--- src/rtl/i2s_tdm_tx.sv ---
// i2s_tdm_tx: I2S / left-justified / TDM master serial transmitter.
// Ports: clk, rst (async low), s_valid/s_ready/s_data frame input,
// sclk, lrclk, sdata serial outputs, frame_start and underrun strobes.
module i2s_tdm_tx #(
  parameter int DW       = 24,
  parameter int SLOT_W   = 32,
  parameter int NCH      = 2,
  parameter int MCLK_DIV = 4,
  parameter int MODE     = 0
) (
  input  logic              clk,
  input  logic              rst,
  input  logic              s_valid,
  output logic              s_ready,
  input  logic [NCH*DW-1:0] s_data,
  output logic              sclk,
  output logic              lrclk,
  output logic              sdata,
  output logic              frame_start,
  output logic              underrun
);

  localparam int F   = NCH * SLOT_W;
  localparam int KW  = (F > 1) ? $clog2(F) : 1;
  localparam int DVW = $clog2(MCLK_DIV);

  localparam logic [DVW-1:0] D_LAST = DVW'(MCLK_DIV - 1);
  localparam logic [DVW-1:0] D_HALF = DVW'(MCLK_DIV / 2);
  localparam logic [KW-1:0]  K_LAST = KW'(F - 1);

  if (DW < 1 || DW > SLOT_W) begin : g_chk_dw
    $error("i2s_tdm_tx: DW must be in 1..SLOT_W");
  end
  if (NCH < 1 || (MODE != 2 && NCH != 2)) begin : g_chk_nch
    $error("i2s_tdm_tx: NCH must be 2 unless MODE is TDM");
  end
  if (MCLK_DIV < 2 || (MCLK_DIV % 2) != 0) begin : g_chk_div
    $error("i2s_tdm_tx: MCLK_DIV must be even and >= 2");
  end
  if (MODE < 0 || MODE > 2) begin : g_chk_mode
    $error("i2s_tdm_tx: MODE must be 0, 1 or 2");
  end

  logic [DVW-1:0]    d_q, d_nxt;
  logic [KW-1:0]     k_q, k_nxt;
  logic              d_wrap, tick, xfer;
  logic              hold_full;
  logic [NCH*DW-1:0] hold_q;
  logic [F-1:0]      sr_q, sr_nxt, fmt;
  logic [31:0]       kn;
  logic              lr_nxt;

  assign s_ready = ~hold_full;
  assign xfer    = s_valid & ~hold_full;

  always_comb begin
    d_wrap = (d_q == D_LAST);
    d_nxt  = d_wrap ? '0 : d_q + DVW'(1);
    k_nxt  = k_q;
    if (d_wrap) begin
      k_nxt = (k_q == K_LAST) ? '0 : k_q + KW'(1);
    end
    tick = d_wrap && (k_q == K_LAST);
  end

  // Frame image: bit F-1 goes out first; each slot holds
  // its channel MSB-first followed by zero padding.
  always_comb begin
    fmt = '0;
    for (int c = 0; c < NCH; c++) begin
      fmt[F-1-c*SLOT_W -: DW] = hold_q[c*DW +: DW];
    end
  end

  always_comb begin
    sr_nxt = sr_q;
    if (tick) begin
      sr_nxt = hold_full ? fmt : '0;
    end else if (d_wrap) begin
      sr_nxt = sr_q << 1;
    end
  end

  // Word select for the sclk period about to start.
  always_comb begin
    kn     = 32'(k_nxt);
    lr_nxt = 1'b0;
    unique case (1'b1)
      (MODE == 2): lr_nxt = (k_nxt == K_LAST);
      (MODE == 1): lr_nxt = (kn >= 32'(SLOT_W));
      default:     lr_nxt = (k_nxt != K_LAST) &&
                            ((kn + 32'd1) >= 32'(SLOT_W));
    endcase
  end

  always_ff @(posedge clk or negedge rst) begin
    if (!rst) begin
      d_q         <= '0;
      k_q         <= '0;
      sr_q        <= '0;
      sclk        <= 1'b0;
      lrclk       <= 1'b0;
      sdata       <= 1'b0;
      frame_start <= 1'b0;
      underrun    <= 1'b0;
    end else begin
      d_q         <= d_nxt;
      k_q         <= k_nxt;
      sr_q        <= sr_nxt;
      sclk        <= (d_nxt >= D_HALF);
      frame_start <= tick;
      underrun    <= tick & ~hold_full;
      if (d_wrap) begin
        lrclk <= lr_nxt;
        sdata <= sr_nxt[F-1];
      end
    end
  end

  // A transfer on the tick itself only happens with hold
  // empty, so it refills hold for the next frame.
  always_ff @(posedge clk or negedge rst) begin
    if (!rst) begin
      hold_full <= 1'b0;
      hold_q    <= '0;
    end else if (xfer) begin
      hold_full <= 1'b1;
      hold_q    <= s_data;
    end else if (tick) begin
      hold_full <= 1'b0;
    end
  end

endmodule

--- config.mk ---
export PLATFORM = sky130hd
export DESIGN_NAME = i2s_tdm_tx
export DESIGN_NICKNAME = d
export VERILOG_FILES = /design/src/rtl/i2s_tdm_tx.sv
export SDC_FILE = /design/constraint.sdc
export NUM_CORES = 1
export LEC_CHECK = 0
export BUFFER_PORTS_ARGS = -buffer_cell sky130_fd_sc_hd__buf_2
export CAP_MARGIN = 5
export CORE_ASPECT_RATIO = 0.9
export CORE_MARGIN = 2
export CORE_UTILIZATION = 40
export CTS_CLUSTER_SIZE = 25
export DETAILED_ROUTE_END_ITERATION = 8
export PLACE_DENSITY = 0.66
export SYNTH_ARGS = -nofsm -noshare
export SYNTH_HDL_FRONTEND = slang
export SYNTH_SLANG_ARGS = --single-unit
--- constraint.sdc ---
create_clock -name clk -period 2.15 [get_ports clk]
set_clock_uncertainty 0.1 [all_clocks]
set_input_delay 0.215 -clock clk [delete_from_list [all_inputs] [get_ports clk]]
set_output_delay 0.215 -clock clk [all_outputs]
set_load 0.01 [all_outputs]
==> impl_metrics.tcl <==
set metrics [dict create \
    fmax_ghz 0.488 \
    gr-total-overflow 0 \
    start_kind "flip-flop" \
    dp_hpwl_um 5890 \
    total_power_w 0.00591 \
    maxCapViolCount 0 \
    crit_fanout 11 \
    first_iter_violations 239 \
    critPathCaptureType "flip-flop" \
    routabilityCongestion 0.761 \
    clkTransAtPathRegs_ns 0.05 \
    synth_fp_nets 471 \
    post-route-period-util_pct 95.3 \
    arrival_ns 2.23 \
    final_cells 697 \
    clk_path_buf_depth 2 \
    core_area_sq_um 12800 \
    initial_core_util_pct 41.5 \
    ios 57 \
    synth_top_area_share_pct 58.3 \
    cts_root_buf "clkbuf_16" \
    clock_sinks 124 \
    grt_usage_pct 15.2 \
    antenna_found_initial 0 \
    hold_class "in2async" \
    status "complete, no violations" \
    insertion_delay_ns 0.40 \
    ir_drop_mv 0.549 \
    synth_area_leader_cell "dfrtp_1" \
    seq_area_frac_synth_pct 58.3 \
    first_pass_iters 4 \
    cellLeakagePower_nw 2.87 \
    fin_tns_setup_ns 0 \
    vias_per_cell 4.86 \
    hold_viol 0 \
    cts-buffers-inserted 17 \
    grt_max_degree 50 \
    rsz0062_at_grt "false" \
    layout-drive-gt1-share_pct 36.8 \
    num_vias 3384 \
    synth_cells 417 \
    grt_pass1_vias 3617 \
    maxSlewHeadroom_pct 64.8 \
    critical_path_class "reg2reg" \
    drc 0 \
    grt_pass1_wl_um 17300 \
    wl_per_cell_um 14.4 \
    slew_viol_final 0 \
    fp.dieArea_sq_um 14200 \
    drtAntennaViolNets 0 \
    dp_cells 621 \
    drt_wl_total_um 10000 \
    crit_required_ns 2.34 \
    rows 39 \
    period_minus_slack_ns 2.05 \
    synth.distinct_cells 30 \
    ys_top_cells_by_area "dfrtp_1 (58%), a22oi_2 (11%), mux2_2 (11%), inv_1 (4.4%), o21ai_1 (4.2%)" \
    cts_tree "yes" \
    ys_seq_elements 124 \
    syn_area_per_cell_sq_um 12.8 \
    ys_warn_count 0 \
    syn_area_sq_um 5320 \
    power_density_nw_per_um2 879 \
    die_x_um 126 \
    max_slew.worst_pin.slew_ns 0.528 \
    num_antenna_cells 0 \
    setup_violations 0 \
    htreeDepth 4 \
    die_h_um 113 \
    layout.nets 580 \
    post-cts-setup-buffers 0 \
    port_buffers 56 \
    areaGrowthSynthToFinish_pct 26.3 \
]
==> placed cells by master, fill, tap and decap left out, types with 2 or more instances in the layout <==
cell type,synthesis,layout
dfrtp_1,124,124
inv_1,62,62
buf_2,3,55
mux2_2,51,51
dlygate4sd3_1,0,49
a22oi_2,46,46
o21ai_1,45,45
o21ai_0,18,18
clkbuf_16,0,17
nand2_1,16,16
buf_4,2,5
clkinv_2,0,4
buf_12,4,4
nand4_1,3,3
xor2_1,3,3
nor2_1,3,3
and3_4,2,3
clkbuf_8,0,3
xnor2_1,2,2
nand3_1,2,2
ha_1,3,2
clkbuf_1,10,2
==> per-layer routing <==
metal	routed length, um	track usage, %	vias up
met5	0	0	-
met4	80	4.44	0
met3	343	4.78	9
met2	4870	25.3	45
met1	4740	19.3	1692
li1	-	-	1638
==> stage by stage <==
step	utilization [%]	cell area (sq um)	hold slack, ns	worst slack [ns]
6_report	52.4	6720	0.230	0.101
5_1_grt	52.4	6720	0.274	0.00113
4_1_cts	52.3	6720	0.234	0.0329
3_5_place_dp	44.6	5720	0.129	0.00390
3_3_place_gp	44.6	5720	0.125	0.0289
2_1_floorplan	-	5320	-0.181	0.242
==> cell usage after synthesis, drive strengths merged <==
library cell	instances
a21o	1
a21oi	1
a22oi	47
and2	1
and3	2
and4	1
and4bb	1
buf	15
clkbuf	10
dfrtp	124
ha	3
inv	63
mux2	51
mux2i	1
nand2	16
nand3	3
nand4	3
nor2	3
nor2b	2
o21ai	64
xnor2	2
xor2	3
==> layout make-up <==
type,count,area (sq um)
multi-input combinational,206,1790
clock inverter,4,20.0
tap,164,205
clock buffer,22,474
inverter,63,236
timing repair buffer,114,895
fill,1091,6110
sequential,124,3100
==> report_power, final <==
group / leakage [nW] / internal, W / switching [W]
combinational: 1.02 / 0.000366 / 0.000169
sequential: 1.61 / 0.00269 / 0.000267
clock: 0.249 / 0.00151 / 0.000904
==> worst max-delay path, stage by stage (launching register included) <==
cell,delay (ns)
dfrtp_1,0.38
ha_1,0.21
buf_6,0.16
mux2_2,0.35
nand2_1,0.07
and4bb_2,0.25
xor2_1,0.14
mux2_2,0.27
==> worst paths after layout <==
check	slack, ns	startpoint	depth (start not counted)	endpoint
min in group clk	0.34	s_valid	4	hold_full
hold / removal	0.23	rst	2	sr_q[48]
setup / recovery	0.10	d_q[1]	7	lrclk
setup reg to reg	0.10	d_q[1]	7	lrclk
hold reg to reg	0.36	d_q[0]	1	d_q[0]
max in group asynchronous	1.09	rst	3	hold_q[40]
==> cells by family (layout without fill, tap and decap cells) <==
kind of cell             after synthesis  after routing  synth area share (%)
buffers and inverters                 88            203                  8.49
adder cells (fa/ha/maj)                3              3                 0.705
AO/OA/AOI/OAI                        113            113                  17.3
multiplexers                          52             52                  11.0
AND/OR/NAND/NOR                       32             33                  3.43
flip-flops                           124            124                  58.3
XOR/XNOR                               5              5                 0.823
==> registers in the layout (all words and copies together) (netlist names) <==
name and flops:
frame_start 1, sdata 1, lrclk 1, k_q 6, d_q 2, sr_q 63
hold_q 48, underrun 1, hold_full 1
==> what timing repair did <==
| item | in CTS | in global routing |
|---|---|---|
| hold buffers | 49 | 0 |
| setup endpoints to repair | 4 | 24 |
| gates cloned | 1 | 0 |
| hold endpoints to repair | 83 | 0 |
| pin swaps | 0 | 0 |
| gates resized for setup | 0 | 2 |
No activity file was read; power rests on OpenSTA's default activity.
